===== src/rtl/vga_sync_gen.sv =====
// VGA timing generator: divides the system clock down to the pixel rate,
// walks (pixel_x, pixel_y) over the full frame and decodes hsync/vsync,
// video_on and a frame_start pulse. All outputs except p_tick are registered
// from the next counter values, so coordinates and sync/blank flags always
// describe the same pixel.
module vga_sync_gen #(
   parameter int H_DISPLAY = 640,
   parameter int H_FRONT   = 16,
   parameter int H_SYNC    = 96,
   parameter int H_BACK    = 48,
   parameter int V_DISPLAY = 480,
   parameter int V_FRONT   = 10,
   parameter int V_SYNC    = 2,
   parameter int V_BACK    = 33,
   parameter int TICK_DIV  = 4,
   parameter bit SYNC_POL  = 1'b0
) (
   input  logic       clk,
   input  logic       reset_n,
   output logic       p_tick,
   output logic       hsync,
   output logic       vsync,
   output logic       video_on,
   output logic [9:0] pixel_x,
   output logic [9:0] pixel_y,
   output logic       frame_start
);

   localparam int H_TOTAL = H_DISPLAY + H_FRONT + H_SYNC + H_BACK;
   localparam int V_TOTAL = V_DISPLAY + V_FRONT + V_SYNC + V_BACK;
   localparam int CNT_W   = (TICK_DIV > 1) ? $clog2(TICK_DIV) : 1;

   localparam logic [CNT_W-1:0] TICK_LAST = CNT_W'(TICK_DIV - 1);
   localparam logic [9:0] X_LAST   = 10'(H_TOTAL - 1);
   localparam logic [9:0] Y_LAST   = 10'(V_TOTAL - 1);
   localparam logic [9:0] X_VIS    = 10'(H_DISPLAY);
   localparam logic [9:0] Y_VIS    = 10'(V_DISPLAY);
   localparam logic [9:0] HS_FIRST = 10'(H_DISPLAY + H_FRONT);
   localparam logic [9:0] HS_LAST  = 10'(H_DISPLAY + H_FRONT + H_SYNC - 1);
   localparam logic [9:0] VS_FIRST = 10'(V_DISPLAY + V_FRONT);
   localparam logic [9:0] VS_LAST  = 10'(V_DISPLAY + V_FRONT + V_SYNC - 1);

   logic [CNT_W-1:0] r_tick_cnt;
   logic             r_run;
   logic             w_tick;
   logic [9:0]       w_x_next;
   logic [9:0]       w_y_next;
   logic             w_frame_wrap;
   logic             w_hs_act;
   logic             w_vs_act;
   logic             w_vis;

   logic [9:0]       r_pixel_x;
   logic [9:0]       r_pixel_y;
   logic             r_hsync;
   logic             r_vsync;
   logic             r_video_on;
   logic             r_frame_start;

   // Pixel-rate divider; r_run keeps p_tick low until the first edge after
   // reset so that edge always lands on (0,0), even when TICK_DIV is 1.
   always_ff @(posedge clk or negedge reset_n) begin
      if (!reset_n) begin
         r_tick_cnt <= '0;
         r_run      <= 1'b0;
      end else begin
         r_run <= 1'b1;
         if (r_tick_cnt == TICK_LAST) r_tick_cnt <= '0;
         else                         r_tick_cnt <= r_tick_cnt + 1'b1;
      end
   end

   assign w_tick = r_run && (r_tick_cnt == TICK_LAST);

   // Next coordinates: advance on p_tick, wrap x at end of line, y at end of frame.
   always_comb begin
      w_x_next     = r_pixel_x;
      w_y_next     = r_pixel_y;
      w_frame_wrap = 1'b0;
      if (w_tick) begin
         if (r_pixel_x == X_LAST) begin
            w_x_next = '0;
            if (r_pixel_y == Y_LAST) begin
               w_y_next     = '0;
               w_frame_wrap = 1'b1;
            end else begin
               w_y_next = r_pixel_y + 10'd1;
            end
         end else begin
            w_x_next = r_pixel_x + 10'd1;
         end
      end
   end

   // Sync and blanking decode of the pixel about to be presented.
   always_comb begin
      w_hs_act = (w_x_next >= HS_FIRST) && (w_x_next <= HS_LAST);
      w_vs_act = (w_y_next >= VS_FIRST) && (w_y_next <= VS_LAST);
      w_vis    = (w_x_next < X_VIS) && (w_y_next < Y_VIS);
   end

   // Counters and decoded outputs load together so they never skew.
   always_ff @(posedge clk or negedge reset_n) begin
      if (!reset_n) begin
         r_pixel_x     <= '0;
         r_pixel_y     <= '0;
         r_hsync       <= ~SYNC_POL;
         r_vsync       <= ~SYNC_POL;
         r_video_on    <= 1'b0;
         r_frame_start <= 1'b0;
      end else begin
         r_pixel_x     <= w_x_next;
         r_pixel_y     <= w_y_next;
         r_hsync       <= w_hs_act ? SYNC_POL : ~SYNC_POL;
         r_vsync       <= w_vs_act ? SYNC_POL : ~SYNC_POL;
         r_video_on    <= w_vis;
         r_frame_start <= w_frame_wrap;
      end
   end

   assign p_tick      = w_tick;
   assign hsync       = r_hsync;
   assign vsync       = r_vsync;
   assign video_on    = r_video_on;
   assign pixel_x     = r_pixel_x;
   assign pixel_y     = r_pixel_y;
   assign frame_start = r_frame_start;

endmodule

===== config.mk =====
export PLATFORM = sky130hd
export DESIGN_NAME = vga_sync_gen
export DESIGN_NICKNAME = d
export VERILOG_FILES = /design/src/rtl/vga_sync_gen.sv
export SDC_FILE = /design/constraint.sdc
export NUM_CORES = 1
export LEC_CHECK = 0
export ABC_CLOCK_PERIOD_IN_PS = 3060
export BUFFER_PORTS_ARGS = -buffer_cell sky130_fd_sc_hd__buf_2
export CAP_MARGIN = 20
export CORE_ASPECT_RATIO = 0.8
export CORE_MARGIN = 2
export CORE_UTILIZATION = 45
export DETAILED_ROUTE_END_ITERATION = 7
export PLACE_DENSITY = 0.69
export SKIP_CTS_REPAIR_TIMING = 1
export SYNTH_ARGS = -nofsm -noshare
export SYNTH_HDL_FRONTEND = slang
export SYNTH_SLANG_ARGS = --single-unit

===== constraint.sdc =====
create_clock -name clk -period 3.06 [get_ports clk]
set_input_delay 0.153 -clock clk [delete_from_list [all_inputs] [get_ports clk]]
set_output_delay 0.153 -clock clk [all_outputs]
set_load 0.01 [all_outputs]

* Word-level counts from Yosys, hierarchy flattened
Cells that the tools add are included.
** Storage, ports and cells
- Bits in registers :: 27
- Word-level logic and storage cells :: 35
- Bits of input ports :: 2
** Operators by class
- Multiplexer cells :: 11
- Equality and inequality tests :: 3
- $add $sub $neg :: 3
- Reductions and logical operators :: 4
- Magnitude comparators :: 6
** Operators by type and width (count)
- two-way mux 10 bit :: 5
- adder 10 x 1 -> 10 bit, second input constant :: 2
- == test 10 bit, second input constant :: 2
- >= comparator 10 bit, second input constant :: 1
- >= comparator 10 x 9 -> 1 bit, second input constant :: 1
- less-or-equal comparator 10 bit, second input constant :: 1
- less-or-equal comparator 10 x 9 -> 1 bit, second input constant :: 1
- < comparator 10 bit, second input constant :: 1
- < comparator 10 x 9 -> 1 bit, second input constant :: 1
- two-way mux 1 bit :: 5
- logical AND 1 bit :: 4
- adder 2 x 1 -> 2 bit, second input constant :: 1
- == test 2 bit, second input constant :: 1
- two-way mux 2 bit :: 1

* Logic depth before layout (Yosys ltp)
- Depth after elaboration :: 7
- Depth in mapped cells :: 8
- Mapped depth without buffers :: 6

* Worst setup path before layout
Ideal clock, no wire load.
- Kind :: reg2reg
- From :: reg r_pixel_x[0] (netlist: pixel_x[0])
- To :: reg r_vsync (netlist: vsync)
- Period minus slack after synthesis :: 2.150 ns
- Buffers on the path :: 1
- Setup time :: 0.090 ns
- Data required time :: 2.970 ns
- Arrival :: 2.060 ns
- Cell stages (with the launch flop) :: 8
- Setup slack :: 0.910 ns
- Cells stage by stage :: dfrtp_1 ha_1 nand4b_4 or4_4 buf_6 a2111oi_4 o22ai_1 nand4bb_1
** Between the ends
- Cells in the longest elaborated chain, start to end :: 6
** RTL lines
- start, declared :: line 53 : logic [9:0] r_pixel_x;
- start signal, assigned :: line 112 : r_pixel_x <= w_x_next;
- == test 10 bit (*) :: line 81 : if (r_pixel_x == X_LAST) begin
- two-way mux 10 bit (*) :: line 81
- two-way mux 10 bit (*) :: line 80 : if (w_tick) begin
- >= comparator 10 x 9 -> 1 bit / less-or-equal comparator 10 x 9 -> 1 bit (equally long branches) :: line 98 : w_vs_act = (w_y_next >= VS_FIRST) && (w_y_next <= VS_LAST);
- logical AND 1 bit (*) :: line 98
- two-way mux 1 bit (*) :: line 115 : r_vsync <= w_vs_act ? SYNC_POL : ~SYNC_POL;
- end signal, assigned :: line 108 : r_vsync <= ~SYNC_POL;
- end signal, assigned :: line 115
- end, declared :: line 56 : logic r_vsync;
Every way passes the cells marked *; elsewhere a longest branch is shown, timed or not.

* Worst setup path in the final report
- From :: reg r_pixel_y[1] (netlist: pixel_y[1])
- To :: reg r_vsync (netlist: vsync)
** Between the ends
- Cells in the longest elaborated chain, start to end :: 7
** RTL lines
- start, declared :: line 54 : logic [9:0] r_pixel_y;
- start signal, assigned :: line 113 : r_pixel_y <= w_y_next;
- adder 10 x 1 -> 10 bit / == test 10 bit (equally long branches) :: line 87, 83
- two-way mux 10 bit :: line 83 : if (r_pixel_y == Y_LAST) begin
- two-way mux 10 bit :: line 81
- two-way mux 10 bit (*) :: line 80
- >= comparator 10 x 9 -> 1 bit / less-or-equal comparator 10 x 9 -> 1 bit (equally long branches) :: line 98
- logical AND 1 bit (*) :: line 98
- two-way mux 1 bit (*) :: line 115
Marks and branches as above.

==> out/results.txt <==
latest clock arrival within the worst-skew pair: 0.28 ns
HPWL Detailed: 2510 µm
Worst-Margin Slew: 0.612 ns
post-route cell area: 0.00174 mm²
buffers and inverters on the worst path: 0
TNS Setup: 0 ns
Final period util: 72.7%
clock-pin slew on the worst setup and hold paths: 0.09 ns
Max VDD drop: 0.000198 V
vias in the first global route: 1,197
residual DRC count: 0
Synth-to-Final Area Change: 14.9%
worst hold-check path type: primary input to async pin
Post-Layout Cell Count: 221
full die area: 0.00384 mm²
RSZ-0062 raised after global routing: no
crit-path max cell delay: 0.49 ns
CP endpoint kind: register
deepest clock path buffer count: 2
Post-DRT Antenna Nets: 0
met3 Usage GRT: 5.06%
routed vias/inst: 5.74
first-pass GRT wire length: 5830 µm
status: finished clean
final wirelength: 3470 µm
core area: 0.00315 mm²
EDFF count, synth: 0
GRT busiest layer: met1
Slew Limit Fails: 0
via count: 1,268
Yosys reg bits: 27
Max Fclk: 449 MHz
Post-Synth Simple-Gate Area: 26.6%
reg2reg start: pixel_y[1]
critical path required time: 3.26 ns
# H-tree levels: 1
ys flop type: dfrtp_1
GR met1 Demand/Resource: 30.4%
post-synthesis xor/xnor area fraction: 5.80%
min Tclk post-route: 2.23 ns
clk root buf: clkbuf_8
largest net degree at the start of global routing: 28
Final Hold Fails: 0
global routing usage on met2: 28.0%
ys async rst share: 100%
total grt overflow: 0
share of layout cells above drive strength 1: 23.8%
cell family with most CP delay: simple AND/OR/NAND/NOR gates
static leakage: 0.822 nW
row cnt: 18
crit path max fanout: 9
Synth Instances: 153
Compound-Gate Fraction of Synth Area: 13.2%
MaxCap Viol Count: 0
Slowest cell on crit path: dfrtp_1
CTS tree: built
Ys Warns: 0
TritonCTS Buffers: 3
final layout net count: 188
DIE WIDTH: 68.8 µm
Mapped Nets: 159
Worst Path Arrival: 2.42 ns
Worst Clk Skew: 0.00492 ns
fill count: 284
post-synthesis sequential area ratio: 44.9%
Boundary Pins: 27
Initial Utilization: 47.9%
Netlist Area Pre-Place: 0.00151 mm²
syn avg cell area: 9.87 µm²
Rel. slew slack: 59.2%
mux contribution to synthesized area: 2.07%
Inst Count DP: 216
Global Route Usage Sum: 20.1%
CP startpoint kind: register
CP Class: register to register
adder-cell share of the synthesized area: 3.31%
port bufs: 26
Antenna Cells: 0
Setup crit start: pixel_y[1]
most frequent cells in the layout: 26 x buf_2, 25 x dfrtp_1, 22 x nand2_1
clk sinks: 27
commonest non-fill, non-tap cell in the layout: buf_2
initial antenna violation count: 0
endpoints failing setup: 0
per-cell routed wire length: 15.7 µm
Placement Cell Area: 0.00168 mm²
CP cell instances: ha_1, nand2_1, or3b_2, a2111oi_4, o22ai_1, nand4bb_1
Final GP Congestion: 0.820
Die Y: 55.8 µm
First-pass DRT Iterations: 4
Pwr Density: 401 mW/mm²
main combinational cell family by area after synthesis: simple AND/OR/NAND/NOR gates
Cell variety after synth: 45
Iteration-0 DRC Markers: 88
==> layout make-up <==
class | count | area (µm²) | share of cell area, %
multi-input combinational | 113 | 773 | 44.6
sequential | 27 | 678 | 39.1
timing repair buffer | 30 | 163 | 9.37
tap | 40 | 50.0 | 2.88
clock buffer | 4 | 45.0 | 2.60
inverter | 7 | 26.3 | 1.51
==> per-layer routing <==
layer  up-vias  share of wire, %
met5         -                 0
met4         0               1.5
met3         5               5.5
met2        38                46
met1       615                47
li1        610                 -
==> cells in the mapped netlist, types with 3 or more instances <==
master    number  area share [%]
ha_1           4             3.3
nand3_1        4             1.3
clkbuf_1       3            0.75
nand2_1       22             5.5
xnor2_1        4             2.3
or3_1          4             1.7
o21ai_0       11             3.6
nand4_1        3             1.2
inv_1          7             1.7
dfrtp_1       25              41
a21oi_1        3            0.99
nand4b_1       5             2.9
xor2_1         6             3.5
nor2_1         7             1.7
nor3_1         5             1.7
nor4_1         3             1.2
==> path summary, 6_finish.rpt <==
check	depth (start not counted)	slack (ns)	to
worst min register to register	1	0.44	r_tick_cnt[0]
max in group asynchronous	2	2.25	pixel_y[6]
worst min-delay path	2	0.41	pixel_x[0]
worst max register to register	6	0.83	vsync
min in group clk	1	0.44	r_tick_cnt[0]
worst max-delay path	6	0.83	vsync
==> registers in the layout, indices dropped and copies added (netlist names) <==
signal	cells
r_run	1
frame_start	1
pixel_x	10
vsync	1
hsync	1
pixel_y	10
video_on	1
r_tick_cnt	2
==> power breakdown <==
group          leakage, nW  internal [mW]  switching, mW  total, mW
registers            0.352          0.377         0.0350      0.412
clock network       0.0228         0.0936          0.113      0.206
logic                0.447         0.0310         0.0475     0.0785
==> cell families after synthesis <==
family                     after synthesis
DFF                                     27
muxes                                    3
AOI/OAI and AO/OA                       27
other                                    1
adders and majority gates                4
and+or+nand+nor                         68
buffers and inverters                   13
xor gates and xnor gates                10
==> metrics by stage <==
stage | power [mW] | utilization, % | hold slack (ns) | setup WS [ns]
6_report | 0.697 | 55.0 | 0.412 | 0.835
5_1_grt | 0.733 | 55.0 | 0.477 | 0.634
4_1_cts | 0.700 | 54.7 | -0.100 | 0.846
3_5_place_dp | 0.495 | 53.3 | 0.206 | 0.864
3_3_place_gp | 0.489 | 53.3 | 0.196 | 0.895
2_1_floorplan | 0.451 | - | -0.143 | 0.910
==> worst reg2reg max path: stages, from the launching register on <==
cell,delay (ns)
dfrtp_1,0.49
ha_1,0.35
nand2_1,0.12
or3b_2,0.48
a2111oi_4,0.35
o22ai_1,0.15
nand4bb_1,0.22
Power figures use the tool's default switching activity.
